$ cat config.mk
export PLATFORM = sky130hd
export DESIGN_NAME = mult_sequencer
export DESIGN_NICKNAME = d
export VERILOG_FILES = /design/src/rtl/mult_sequencer.sv
export SDC_FILE = /design/constraint.sdc
export NUM_CORES = 1
export LEC_CHECK = 0
export CAP_MARGIN = 20
export CORE_MARGIN = 2
export CORE_UTILIZATION = 58
export DETAILED_ROUTE_END_ITERATION = 12
export PLACE_DENSITY = 0.9
export SLEW_MARGIN = 20
export SYNTH_ARGS = -nofsm -noshare
export SYNTH_HDL_FRONTEND = slang
export SYNTH_SLANG_ARGS = --single-unit
$ cat constraint.sdc
create_clock -name clk -period 4.3 [get_ports clk]
set_input_delay 0.645 -clock clk [delete_from_list [all_inputs] [get_ports clk]]
set_output_delay 0.645 -clock clk [all_outputs]
set_load 0.03 [all_outputs]
$ cat src/rtl/mult_sequencer.sv
// Iterative shift-add multiplier with stall/done control beside the ALU.
// Ports: clk, rst_n, start, signed_op, abort, op_a, op_b -> busy, stall, done, hi, lo.
module mult_sequencer #(
  parameter int WIDTH = 32
) (
  input  logic             clk,
  input  logic             rst_n,
  input  logic             start,
  input  logic             signed_op,
  input  logic             abort,
  input  logic [WIDTH-1:0] op_a,
  input  logic [WIDTH-1:0] op_b,
  output logic             busy,
  output logic             stall,
  output logic             done,
  output logic [WIDTH-1:0] hi,
  output logic [WIDTH-1:0] lo
);

  localparam int CW = (WIDTH > 1) ? $clog2(WIDTH) : 1;
  localparam int PW = 2 * WIDTH;

  typedef enum logic [1:0] {
    IDLE = 2'd0,
    RUN  = 2'd1,
    FIX  = 2'd2
  } state_e;

  state_e            state_q, state_d;
  logic [CW-1:0]     count_q, count_d;
  logic [PW-1:0]     p_q, p_d;
  logic [WIDTH-1:0]  ma_q, ma_d;
  logic              neg_q, neg_d;
  logic [WIDTH-1:0]  hi_q, hi_d;
  logic [WIDTH-1:0]  lo_q, lo_d;
  logic              done_q, done_d;

  logic              sign_a, sign_b;
  logic [WIDTH-1:0]  mag_a, mag_b;
  logic [WIDTH:0]    sum;
  logic [PW-1:0]     p_fix;

  assign sign_a = signed_op & op_a[WIDTH-1];
  assign sign_b = signed_op & op_b[WIDTH-1];
  assign mag_a  = sign_a ? -op_a : op_a;
  assign mag_b  = sign_b ? -op_b : op_b;

  // Upper half plus optional addend, one extra bit keeps the carry.
  assign sum   = {1'b0, p_q[PW-1:WIDTH]}
               + (p_q[0] ? {1'b0, ma_q} : {(WIDTH+1){1'b0}});
  assign p_fix = neg_q ? -p_q : p_q;

  always_comb begin
    state_d = state_q;
    count_d = count_q;
    p_d     = p_q;
    ma_d    = ma_q;
    neg_d   = neg_q;
    hi_d    = hi_q;
    lo_d    = lo_q;
    done_d  = 1'b0;
    unique case (state_q)
      IDLE: begin
        if (start && !abort) begin
          state_d = RUN;
          count_d = '0;
          ma_d    = mag_a;
          neg_d   = sign_a ^ sign_b;
          p_d     = {{WIDTH{1'b0}}, mag_b};
        end
      end
      RUN: begin
        if (abort) begin
          state_d = IDLE;
        end else begin
          p_d     = {sum, p_q[WIDTH-1:1]};
          count_d = count_q + 1'b1;
          if (count_q == CW'(WIDTH - 1)) state_d = FIX;
        end
      end
      FIX: begin
        state_d = IDLE;
        if (!abort) begin
          p_d    = p_fix;
          hi_d   = p_fix[PW-1:WIDTH];
          lo_d   = p_fix[WIDTH-1:0];
          done_d = 1'b1;
        end
      end
      default: state_d = IDLE;
    endcase
  end

  always_ff @(posedge clk or negedge rst_n) begin
    if (!rst_n) begin
      state_q <= IDLE;
      count_q <= '0;
      p_q     <= '0;
      ma_q    <= '0;
      neg_q   <= 1'b0;
      hi_q    <= '0;
      lo_q    <= '0;
      done_q  <= 1'b0;
    end else begin
      state_q <= state_d;
      count_q <= count_d;
      p_q     <= p_d;
      ma_q    <= ma_d;
      neg_q   <= neg_d;
      hi_q    <= hi_d;
      lo_q    <= lo_d;
      done_q  <= done_d;
    end
  end

  assign busy  = (state_q != IDLE);
  assign stall = (start & ~abort) | busy;
  assign done  = done_q;
  assign hi    = hi_q;
  assign lo    = lo_q;

endmodule

==> run_results.csv <==
group,metric,value,unit
grt,grt_pass1_vias,10900,
synthesis,synth_top_area_cell,"dfrtp_1",
grt,grt_pass1_wl,54400,um
layout,instances_no_fill,1807,
layout,antennaDiodeCount,0,
floorplan,die_x,146,um
power,pwr-share-clk,24.5,%
synthesis,synth_edf_count,0,
power,intPower,3.92,mW
grt,grt_use_total,31.1,%
clock_network,cts_tree,"done",
clock_network,ctsHtreeMaxLevel,4,
timing,min_period_over_period,88.7,%
timing,slew-limit-headroom,36.9,%
setup_path,r2r_setup_slack,0.48,ns
flow_run,drv_cap,0,
routing,drtIter0Drc,1228,
timing,maxSlewViolCount,0,
grt,grt_max_degree,103,
power,switchingPower,2.83,mW
synthesis,synthXorXnorAreaFrac,11.0,%
synthesis,synthMuxAreaShare,0.619,%
clock_network,path_clk_slew,0.07,ns
setup_path,cp-end-kind,"flip-flop",
clock_network,cts_resized,0,
synthesis,ys_seq_area_share,36.1,%
synthesis,ys_top_cells_by_area,"dfrtp_1, o21ai_0, nand2_1, xor2_1, xnor2_1",
timing,fmax,262,MHz
synthesis,synth_seq_cells,169,
synthesis,synth-compound-area-share,24.0,%
timing,min_period,3.82,ns
grt,antenna_found_initial,1,
synthesis,syn_area,11700,sq um
floorplan,die_h,146,um
setup_path,reg2reg_to,"p_q[59]",
timing,hold_viol,0,
floorplan,placementRows,51,
placement,gp_congestion,1.01,
placement,io_buffer_count,135,
floorplan,start_util,59.6,%
routing,drc_errors,0,
routing,routed_wl,33200,um
synthesis,synth_top_area_share,36.1,%
setup_path,crit_path_max_fanout,18,
timing,fin_worst_skew,0.00893,ns
power,ir_drop,0.000326,V
routing,vias,11500,
synthesis,synth_ff_type,"dfrtp_1",
layout,postLayoutCoreUtil,70.8,%
routing,wl_per_cell,18.4,um
synthesis,synth_cells,1432,
clock_network,cts.sinks,169,
power,finalPower,6.74,mW
setup_path,r2r_cells,14,
clock_network,cts.hold.buffers_added,0,
synthesis,synth_top_family_by_area,"compound AO/OA/AOI/OAI gates",
setup_path,start_kind,"flip-flop",
layout,num-nets-final,1640,
worst_hold_path,hp-class,"input port to asynchronous set/reset pin",
floorplan,dieArea,21400,sq um
routing,viasPerCell,6.36,
synthesis,synth_fa_ha_area_share,4.55,%
timing,rsz0062_at_grt,"false",
synthesis,syn_nets,1543,
setup_path,critPathArrivalTime,4.10,ns
power,p_comb_share,39.9,%
placement,dp_cells,1775,
clock_network,post-cts-setup-buffer-count,0,
routing,drtAntennaViolNets,0,
placement,place_area,13300,sq um
layout,final_area,13900,sq um
timing,worst_pin_slew,0.947,ns
layout,area_growth,18.8,%
synthesis,synth.avg_cell_area,8.18,sq um
setup_path,crit_required,4.58,ns
synthesis,synthSimpleGateAreaFrac,20.0,%
clock_network,cts-root-buf,"clkbuf_16",
setup_path,critPathKind,"flip-flop to flip-flop",
layout,drive_above_1_share,5.64,%
outcome,status,"finished, final reports clean",
grt,gr-total-overflow,0,
power,p_per_area,484,nW/um^2
floorplan,io_pins,136,
routing,dr.pass1.iters,6,
clock_network,clock_latency,0.44,ns
synthesis,ys_warn_count,0,
power,power_leakage,5.89,nW
clock_network,cts_buffers,17,
power,swShare,41.9,%
placement,detailedPlacementHpwl,23400,um
synthesis,synthArstFlopShare,100,%
power,p_seq_share,35.5,%
synthesis,synth.distinct_cells,63,
floorplan,core,19700,sq um
setup_path,reg2reg_from,"p_q[0]",
clock_network,cts_buffer_depth,2,
timing,setup-tns-final,0,ns
timing,setup_viol,0,
-- critical path, cell delays in order, from the launching register on --
cell and delay (ns):
dfrtp_1 0.55, and2_1 0.21, ha_1 0.18, inv_1 0.06, fa_1 0.39, nor2b_1 0.19
o211ai_1 0.16, a31o_2 0.28, nor2b_1 0.16, o31ai_1 0.48, a31oi_1 0.22, a311oi_1 0.25
buf_4 0.18, mux2i_1 0.19, o221ai_1 0.14
-- final cells by class --
cell class / instances / area, sq um
Clock inverter: 14 / 185
Fill cell: 1492 / 5730
Multi-Input combinational cell: 1146 / 7060
Timing Repair Buffer: 159 / 1550
Tap cell: 265 / 332
Inverter: 36 / 135
Clock buffer: 18 / 439
Sequential cell: 169 / 4230
-- power groups by stage --
| stage | Sequential [mW] | Combinational [mW] | Clock, mW |
|---|---|---|---|
| floorplan | 2.20 | 1.97 | 0 |
| global placement | 2.36 | 2.50 | 0 |
| detailed placement | 2.39 | 2.59 | 0 |
| CTS | 2.37 | 2.64 | 1.65 |
| global route | 2.44 | 2.96 | 1.72 |
| finish | 2.40 | 2.69 | 1.66 |
-- state kept, by name (all words and copies together), names as in the netlist --
name,count
count_q,5
hi,32
done,1
ma_q,32
lo,32
neg_q,1
state_q,2
p_q,64
-- Yosys cell counts (all sizes together) (16+ instances only) --
master and number:
nand2 216, o21ai 193, dfrtp 169, a21oi 101, nor2 84, xor2 79, clkbuf 72, xnor2 68
ha 41, and2 35, inv 35, nor3 27, or3 26, o31ai 25, a21o 19, nand3 18
nand2b 16, or4 16
-- per-layer routing --
metal / part of all wire, % / vias up / GRT usage [%]
li1: - / 5307 / -
met1: 39 / 5314 / 40.0
met2: 46 / 724 / 50.2
met3: 11 / 143 / 6.41
met4: 4.2 / 2 / 15.2
met5: 0.039 / - / 0
-- per-stage QoR --
step,hold WS (ns),worst slack [ns]
2_1_floorplan,0.349,0.875
3_3_place_gp,0.454,0.786
3_5_place_dp,0.465,0.711
4_1_cts,0.363,0.583
5_1_grt,0.389,0.232
6_report,0.313,0.484
-- logic make-up after synthesis --
logic type	Yosys count
DFF	169
muxes	7
and+or+nand+nor	488
xor gates and xnor gates	147
AOI/OAI and AO/OA	462
adders and majority gates	42
buffers and inverters	117
-- worst max path at each step --
stage,start,end,depth (start not counted)
after floorplan,p_q[0],p_q[59],14
after global placement,p_q[0],p_q[63],10
after detailed placement,p_q[0],p_q[59],14
after CTS,p_q[0],p_q[59],14
after global routing,p_q[0],p_q[60],11
final,p_q[0],p_q[59],14
-- cell usage in the layout, fill, tap and decap left out, types with 17 or more instances in the layout --
master           netlist  layout
xor2_1                79      79
buf_4                  1      23
dfrtp_1              169     168
nor3_1                26      26
a21oi_1              101     101
or3_1                 21      21
ha_1                  41      41
inv_1                 35      35
clkbuf_16              0      17
nand2_1              216     216
nor2_1                84      84
o21ai_0              187     187
and2_1                35      35
a21o_1                19      19
nand3_1               18      18
clkdlybuf4s50_1        0     134
o31ai_1               25      25
xnor2_1               68      68
Power figures use the tool's default switching activity.
